[src/rtl/equ_pkg.sv]
// Shared types, default sizes and the symbol-sequencing helper for the
// equalizer write-address generator.
package equ_pkg;

  localparam int unsigned N_SC_DEF      = 12;
  localparam int unsigned N_SYM_DEF     = 7;
  localparam int unsigned PILOT_SYM_DEF = 4;

  typedef enum logic [1:0] {
    IDLE,
    WRITE,
    WAIT_NEXT
  } equ_state_e;

  // Next data symbol after cur, stepping over the DMRS pilot symbol.
  function automatic int unsigned next_data_sym(input int unsigned cur, input int unsigned pilot);
    int unsigned n;
    n = cur + 1;
    if (n == pilot) n = n + 1;
    return n;
  endfunction

endpackage

[src/rtl/equ_sc_counter.sv]
// Modulo-i_mod subcarrier counter with enable and synchronous clear.
// o_wrap flags the terminal count, so an enabled step from here returns to 0.
module equ_sc_counter #(
  parameter int unsigned W = 4
) (
  input  logic         i_clk_equ,
  input  logic         i_rst_n,
  input  logic         i_en,
  input  logic         i_clr,
  input  logic [W:0]   i_mod,
  output logic [W-1:0] o_cnt,
  output logic         o_wrap
);

  logic [W-1:0] r_cnt;
  logic         w_wrap;

  assign w_wrap = ({1'b0, r_cnt} == (i_mod - (W + 1)'(1)));
  assign o_cnt  = r_cnt;
  assign o_wrap = w_wrap;

  // Count enabled steps, wrapping at i_mod-1; clear wins over enable.
  always_ff @(posedge i_clk_equ or negedge i_rst_n) begin
    if (!i_rst_n) begin
      r_cnt <= '0;
    end else if (i_clr) begin
      r_cnt <= '0;
    end else if (i_en) begin
      r_cnt <= w_wrap ? '0 : r_cnt + W'(1);
    end
  end

endmodule

[src/rtl/equ_wr_addr_gen.sv]
// Write-address generator for the equalizer ping-pong symbol buffer.
// Walks the data symbols of a slot (skipping the pilot), alternating banks.
module equ_wr_addr_gen
  import equ_pkg::*;
#(
  parameter int unsigned N_SC      = N_SC_DEF,
  parameter int unsigned N_SYM     = N_SYM_DEF,
  parameter int unsigned PILOT_SYM = PILOT_SYM_DEF,
  localparam int unsigned SC_W     = $clog2(N_SC),
  localparam int unsigned SYM_W    = $clog2(N_SYM + 1)
) (
  input  logic             i_clk_equ,
  input  logic             i_rst_n,
  input  logic             i_sym_start,
  input  logic [SYM_W-1:0] i_symbol_num,
  input  logic [SC_W:0]    i_n_tones,
  input  logic             i_sample_valid,
  input  logic             i_abort,
  input  logic             i_clr_err,
  output logic             o_wr_en,
  output logic [SC_W:0]    o_wr_add,
  output logic             o_bank,
  output logic             o_sym_done,
  output logic [SYM_W-1:0] o_sym_idx,
  output logic             o_slot_done,
  output logic             o_err_seq
);

  localparam logic [SC_W:0]    TONES_MAX = (SC_W + 1)'(N_SC);
  localparam logic [SYM_W-1:0] FIRST_SYM = SYM_W'((PILOT_SYM == 1) ? 2 : 1);
  localparam logic [SYM_W-1:0] LAST_SYM  = SYM_W'((PILOT_SYM == N_SYM) ? N_SYM - 1 : N_SYM);
  localparam logic [SYM_W-1:0] PILOT     = SYM_W'(PILOT_SYM);

  equ_state_e       r_state, w_state_nxt;
  logic [SYM_W-1:0] r_cur_sym, w_cur_sym_nxt;
  logic [SYM_W-1:0] r_exp_sym, w_exp_sym_nxt;
  logic [SYM_W-1:0] r_sym_idx, w_sym_idx_nxt;
  logic [SC_W:0]    r_tones, w_tones_nxt;
  logic             r_bank, w_bank_nxt;
  logic             r_sym_done, w_sym_done_nxt;
  logic             r_slot_done, w_slot_done_nxt;
  logic             r_err_seq, w_err_set;
  logic             w_cnt_en, w_cnt_clr;
  logic [SC_W-1:0]  w_sc_cnt;
  logic             w_wrap;

  equ_sc_counter #(
    .W(SC_W)
  ) u_sc_counter (
    .i_clk_equ(i_clk_equ),
    .i_rst_n  (i_rst_n),
    .i_en     (w_cnt_en),
    .i_clr    (w_cnt_clr),
    .i_mod    (r_tones),
    .o_cnt    (w_sc_cnt),
    .o_wrap   (w_wrap)
  );

  // Next-state, counter control and done/error generation.
  always_comb begin
    w_state_nxt     = r_state;
    w_cur_sym_nxt   = r_cur_sym;
    w_exp_sym_nxt   = r_exp_sym;
    w_tones_nxt     = r_tones;
    w_bank_nxt      = r_bank;
    w_sym_done_nxt  = 1'b0;
    w_slot_done_nxt = 1'b0;
    w_sym_idx_nxt   = '0;
    w_err_set       = 1'b0;
    w_cnt_en        = 1'b0;
    w_cnt_clr       = 1'b0;
    if (i_abort) begin
      w_state_nxt = IDLE;
      w_bank_nxt  = 1'b0;
      w_cnt_clr   = 1'b1;
    end else begin
      unique case (r_state)
        IDLE: begin
          if (i_sym_start && (i_symbol_num == FIRST_SYM)) begin
            w_tones_nxt   = ((i_n_tones == '0) || (i_n_tones > TONES_MAX)) ? TONES_MAX : i_n_tones;
            w_cur_sym_nxt = i_symbol_num;
            w_bank_nxt    = 1'b0;
            w_cnt_clr     = 1'b1;
            w_state_nxt   = WRITE;
          end
        end
        WRITE: begin
          if (i_sym_start) begin
            // New symbol before this one filled: under-run.
            w_err_set   = 1'b1;
            w_cnt_clr   = 1'b1;
            w_state_nxt = IDLE;
          end else if (i_sample_valid) begin
            w_cnt_en = 1'b1;
            if (w_wrap) begin
              w_sym_done_nxt = 1'b1;
              w_sym_idx_nxt  = r_cur_sym;
              if (r_cur_sym == LAST_SYM) begin
                w_slot_done_nxt = 1'b1;
                w_state_nxt     = IDLE;
              end else begin
                w_bank_nxt    = ~r_bank;
                w_exp_sym_nxt = SYM_W'(next_data_sym(32'(r_cur_sym), PILOT_SYM));
                w_state_nxt   = WAIT_NEXT;
              end
            end
          end
        end
        WAIT_NEXT: begin
          if (i_sym_start) begin
            if (i_symbol_num == r_exp_sym) begin
              w_cur_sym_nxt = i_symbol_num;
              w_state_nxt   = WRITE;
            end else if (i_symbol_num != PILOT) begin
              w_err_set   = 1'b1;
              w_state_nxt = IDLE;
            end
          end
        end
        default: w_state_nxt = IDLE;
      endcase
    end
  end

  // State and registered outputs; a new error outranks a clear request.
  always_ff @(posedge i_clk_equ or negedge i_rst_n) begin
    if (!i_rst_n) begin
      r_state     <= IDLE;
      r_cur_sym   <= '0;
      r_exp_sym   <= '0;
      r_sym_idx   <= '0;
      r_tones     <= TONES_MAX;
      r_bank      <= 1'b0;
      r_sym_done  <= 1'b0;
      r_slot_done <= 1'b0;
      r_err_seq   <= 1'b0;
    end else begin
      r_state     <= w_state_nxt;
      r_cur_sym   <= w_cur_sym_nxt;
      r_exp_sym   <= w_exp_sym_nxt;
      r_sym_idx   <= w_sym_idx_nxt;
      r_tones     <= w_tones_nxt;
      r_bank      <= w_bank_nxt;
      r_sym_done  <= w_sym_done_nxt;
      r_slot_done <= w_slot_done_nxt;
      if (w_err_set) begin
        r_err_seq <= 1'b1;
      end else if (i_clr_err) begin
        r_err_seq <= 1'b0;
      end
    end
  end

  assign o_wr_en     = (r_state == WRITE) && i_sample_valid;
  assign o_wr_add    = {r_bank, w_sc_cnt};
  assign o_bank      = r_bank;
  assign o_sym_done  = r_sym_done;
  assign o_sym_idx   = r_sym_idx;
  assign o_slot_done = r_slot_done;
  assign o_err_seq   = r_err_seq;

endmodule

[config.mk]
export PLATFORM = sky130hd
export DESIGN_NAME = equ_wr_addr_gen
export DESIGN_NICKNAME = d
export VERILOG_FILES = /design/src/rtl/equ_pkg.sv /design/src/rtl/equ_sc_counter.sv /design/src/rtl/equ_wr_addr_gen.sv
export SDC_FILE = /design/constraint.sdc
export NUM_CORES = 1
export LEC_CHECK = 0
export CORE_MARGIN = 1.5
export CORE_UTILIZATION = 46
export CTS_CLUSTER_SIZE = 24
export DETAILED_ROUTE_END_ITERATION = 8
export PLACE_DENSITY = 0.82
export SLEW_MARGIN = 20
export SYNTH_ARGS = -nofsm -noshare
export SYNTH_HDL_FRONTEND = slang
export SYNTH_SLANG_ARGS = --single-unit
[constraint.sdc]
create_clock -name i_clk_equ -period 1.9 [get_ports i_clk_equ]
set_clock_uncertainty 0.1 [all_clocks]
set_input_delay 0.475 -clock i_clk_equ [delete_from_list [all_inputs] [get_ports i_clk_equ]]
set_output_delay 0.475 -clock i_clk_equ [all_outputs]
set_load 0.05 [all_outputs]
-- Word level (Yosys, flattened, before mapping)
Cells that the tools add are included.
- add/subtract/negate cells: 4
- $lt $le $gt $ge: 1
- equality and inequality tests: 20
- multiplexer cells: 57
- bitwise gates (word level): 4
- reductions and logical operators: 14
- operators with widths (cell ; count):
    two-way mux 1 bit ; 30
    two-way mux 3 bit ; 9
    two-way mux 2 bit ; 9
    inequality test 3 bit, second input constant ; 6
    two-way mux 4 bit ; 3
    AND reduction 6 bit ; 2
    AND reduction 5 bit ; 2
    inequality test 4 bit, second input constant ; 2
    inequality test 2 bit, second input constant ; 3
    one-hot mux 1 bit (2 select lines) ; 3
    one-hot mux 2 bit (3 select lines) ; 1
    one-hot mux 3 bit (2 select lines) ; 1
    nonzero test 2 bit ; 3
    equality test 4 x 5 -> 1 bit ; 1
    > comparator 5 x 4 -> 1 bit, second input constant ; 1
    zero test 5 bit ; 1
    two-way mux 5 bit ; 1
    subtractor 5 x 1 -> 5 bit, second input constant ; 1
    adder 3 x 1 -> 4 bit, second input constant ; 1
    adder 4 x 1 -> 4 bit, second input constant ; 1
    equality test 4 x 3 -> 1 bit, second input constant ; 1
    inequality test 4 x 3 -> 1 bit, second input constant ; 1
    inverter 1 bit ; 4
    adder 3 x 1 -> 3 bit, second input constant ; 1
    other kinds (11) ; 12
- register bits after elaboration: 24
- bits of input ports: 14
- output and inout bits: 13

-- Longest topological paths before layout
- depth in word-level cells: 7
- mapped depth: 8
- mapped depth without buffers: 7

-- By module
A second synthesis with hierarchy kept.
- cells, all modules: 150
- area, all modules: 1481.4 um^2
- by module, submodules not included (module ; times used ; cells each ; area an instance (um^2) ; seq. area each (um^2)):
    equ_wr_addr_gen ; 1 ; 112 ; 1116.1 ; 503.0
    equ_sc_counter ; 1 ; 38 ; 365.4 ; 100.1

-- Worst setup path before layout
OpenSTA, ideal clock, no wires.
- path type: flip-flop to flip-flop
- start point: register u_sc_counter.r_cnt[2], in the netlist u_sc_counter.o_cnt[2]
- end point: register r_exp_sym[0]
- setup time: 0.125 ns
- arrival time: 1.792 ns
- required time: 1.675 ns
- setup slack: -0.116 ns
- stages on the path, launching flop included: 7
- buffers on the path: 1
- period minus slack after synthesis: 2.016 ns
- cell sequence: dfrtp_1 -> nand4b_1 -> a21oi_1 -> o311a_1 -> buf_2 -> nand2_2 -> mux2_2
- longest elaborated chain between the ends: 2
- RTL lines (what ; line ; RTL):
    start: declaration ; equ_sc_counter.sv:15 ; logic [W-1:0] r_cnt;
    start signal: assignment ; equ_sc_counter.sv:29 ; r_cnt <= w_wrap ? '0 : r_cnt + W'(1);
    equality test 4 x 5 -> 1 bit ; equ_sc_counter.sv:18 ; assign w_wrap = ({1'b0, r_cnt} == (i_mod - (W + 1)'(1)));
    AND reduction 6 bit (no line) ; n/a ;
    end signal: assignment ; equ_wr_addr_gen.sv:140 ; r_exp_sym <= w_exp_sym_nxt;
    end: declaration ; equ_wr_addr_gen.sv:36 ; logic [SYM_W-1:0] r_exp_sym, w_exp_sym_nxt;
No other way between the ends.
A chain may end at the register's enable or synchronous reset.

-- Final worst setup path
- start point: register r_tones[0]
- end point: register r_state[0]
- longest elaborated chain between the ends: 4
- RTL lines (what ; line ; RTL):
    start: declaration ; equ_wr_addr_gen.sv:38 ; logic [SC_W:0] r_tones, w_tones_nxt;
    start signal: assignment ; equ_wr_addr_gen.sv:142 ; r_tones <= w_tones_nxt;
    subtractor 5 x 1 -> 5 bit ; equ_sc_counter.sv:18 ;
    equality test 4 x 5 -> 1 bit ; equ_sc_counter.sv:18 ;
    inequality test 4 x 3 -> 1 bit (no line) ; n/a ;
    AND reduction 5 bit (no line) ; n/a ;
    end signal: assignment ; equ_wr_addr_gen.sv:138 ; r_state <= w_state_nxt;
    end: declaration ; equ_wr_addr_gen.sv:34 ; equ_state_e r_state, w_state_nxt;
No other way between the ends.

==> impl_results.md <==
* CTS buffer count at 3
* Global-route wire length before repair at 5860 um
* Most used flip-flop cell after synthesis: dfrtp_1
* Synth cell types at 43
* Worst-path maximum fanout at 5
* Synth area leader: dfrtp_1
* Worst Reg-to-Reg Cells at 7
* Pre-antenna DRT Iters at 4
* Syn. warnings at 0
* Delay-heaviest family, CP: compound AO/OA/AOI/OAI gates
* Dpl cells at 241
* Peak VDD IR at 640 uV
* Final net count at 233
* Die X at 59.4 um
* RSZ-0062 raised after global routing: yes
* Syn_nets at 170
* WP data required at ~2000 ps
* Pwr Total at 2.35 mW
* Setup WS pre-CTS at -626 ps
* Worst Hold Class: primary input to async pin
* Failing checks: negative setup slack
* Final hold slack at 385 ps
* DRC errors left at 0
* Number of max-cap violations at 0
* WP buf/inv at 1
* Final ANT Viol Nets at 0
* Crit Path Class: flip-flop to flip-flop
* Area after DPL at 0.00203 mm^2
* Max stage delay cell, worst path: dfrtp_1
* Pwr per Cell Area at 1040 mW/mm^2
* Initial Util at 48.3%
* Outcome: finished with violations
* Via density at 5.28
* Leak Pwr at roughly 1.1 nW
* Yosys reg bits at 24
* CTS tree: built
* Synthesized netlist cell count at 147
* Rel. slew slack at 75.2%
* Fmax at just over 0.5 GHz
* Final period utilization at 103%
* Hpwl dp at 2750 um
* Via count at roughly 1300
* Synth area leaders: dfrtp_1 38%, ha_1 7.7%, mux2_2 3.9%
* Final Hold Violating Endpoints at 0
* Setup slack after layout at -51.0 ps
* Finished Core Util at 74.8%
* Sequential share of the synthesized area at slightly above 40%
* Area Overhead vs Synth at 55.0%
* Setup Viol. Count Final at 6
* CTS sink cnt at 24
* I/O pins at 27
* Worst Path Arrival at approximately 2100 ps
* CTS Root Cell: clkbuf_4
* Share of cells above drive strength 1 at 43.1%
* Core Rows at 20
* Post-layout min period at 1950 ps
* Async S/R FF share, synth at 100%
* Final instance area at 0.00226 mm^2
* Core area at 0.00303 mm^2
* Synth Area per Inst at 9.94 um^2
* Latest clock arrival within the worst-skew pair at between 300 and 400 ps
* Gpl congestion at 0.922
* Fin cells at 253
* Setup crit end kind: flip-flop
* Grt total ovfl at 0
* Initial antenna violation count at 0
* Critical Path, Cell by Cell: inv_2 > ha_4 > xor2_2 > nor3_2 > o311a_4 > a21oi_4 > mux2_4
* Worst-path clk slew at 140 ps
* Pin count of the biggest net entering global routing at 25
* Max incr delay on CP at ~420 ps
* Vias in the first global route at between 1000 and 1500
* DIE AREA at 0.00352 mm^2
* Share of the synthesized area in the top cell type at 37.7%
* Die Ht at 59.4 um
* H-tree levels at 1
* CP Depth at 7
* Total track usage at 22.5%
* Slew @ Worst Pin at 369 ps
* Sum Neg Setup Slack at -161 ps
* Per-cell routed wire length at 15.5 um
* Post-synth EDFFs at 0
* Startpoint type of the worst setup path: flip-flop
* Antenna diode count at 0
* Crit Reg-Reg Startpoint: r_tones[0]$_DFFE_PN0P_
* DRT iter0 DRCs at 25
* Mapped cell area at 0.00146 mm^2
* Drt total wl at 3920 um
* Input/output buffers at 26
* Deepest clock path buffer count at 2
* Worst Setup SP: r_tones[0]$_DFFE_PN0P_
* Slew Limit Fails at 0
==> routing by layer <==
metal	up-vias	global-route usage [%]	share of wire (%)
met4	0	9.74	1.9
li1	644	-	-
met3	11	3.71	2.7
met5	-	0	0
met1	641	26.5	41
met2	39	39.7	55
==> worst register-to-register path, delay by kind of cell, from the launching register on <==
kind	cells	cell delay, ps
flops	1	420
compound gates	2	590
xor+xnor	1	150
simple gates	1	70
buf+inv	1	80
mux	1	310
fa+ha+maj	1	150
==> layout make-up <==
class / instances / area [um^2]
clock buffers: 3 / 22.5
multi-input cells: 111 / 961
clock inverters: 1 / 30.0
well taps: 44 / 55.1
flip-flops and latches: 24 / 604
repair buffers: 61 / 558
fillers: 199 / 763
inverters: 9 / 33.8
==> where the power goes <==
part	leakage (nW)	internal, mW	switching, mW
combinational	0.747	0.653	0.608
sequential	0.312	0.614	0.0991
clock	0.0279	0.213	0.161
==> sequential cells by signal (all words and copies together) (netlist names) <==
| register | cells |
|---|---|
| o_bank | 1 |
| r_cur_sym | 3 |
| o_slot_done | 1 |
| o_sym_idx | 3 |
| r_exp_sym | 3 |
| o_err_seq | 1 |
| r_state | 2 |
| r_tones | 5 |
| u_sc_counter.o_cnt | 4 |
| o_sym_done | 1 |
==> cells by family after synthesis <==
family,count (synthesis),share of synthesized area [%]
simple gates,59,22.4
xor+xnor,9,5.39
flops,24,41.3
compound gates,24,12.2
fa+ha+maj,9,7.71
buf+inv,12,3.42
mux,10,7.53
==> Yosys cell counts, types with 3 or more instances <==
| cell | number |
|---|---|
| xnor2_1 | 4 |
| nand3b_1 | 3 |
| ha_1 | 9 |
| o21ai_0 | 5 |
| nor2_1 | 11 |
| and3_1 | 4 |
| mux2_1 | 3 |
| inv_1 | 9 |
| nand2_1 | 12 |
| mux2_2 | 5 |
| dfrtp_1 | 22 |
| xor2_1 | 5 |
| nand3_1 | 3 |
| and2_1 | 3 |
| nor3_1 | 8 |
| a21oi_1 | 6 |
==> cells in the final DEF, fill, tap and decap left out, types with 6 or more instances in the layout <==
| cell | synthesis | final |
|---|---|---|
| dfrtp_1 | 22 | 21 |
| ha_1 | 9 | 6 |
| nand2_1 | 12 | 12 |
| nor3_1 | 8 | 6 |
| clkdlybuf4s50_1 | 0 | 9 |
| buf_4 | 1 | 43 |
| a21oi_1 | 6 | 6 |
| nor2_1 | 11 | 10 |
==> worst paths after layout <==
| check | slack [ps] | end |
|---|---|---|
| min | 380 | r_cur_sym[0]$_DFFE_PN0P_ |
| max in group asynchronous | 1010 | r_tones[3]$_DFFE_PN1P_ |
| max | -50 | r_state[0]$_DFFE_PN0P_ |
| min in group i_clk_equ | 430 | r_tones[3]$_DFFE_PN1P_ |
| max reg2reg | -50 | r_state[0]$_DFFE_PN0P_ |
| min reg2reg | 430 | r_tones[3]$_DFFE_PN1P_ |
==> timing repair <==
item                       4_1_cts  5_1_grt
setup buffers                    8        1
pin swaps                        6       12
setup endpoints to repair       11        9
gates resized for setup         20       17
hold buffers                     0        0
Note: power is estimated with default switching activity, not from simulation.
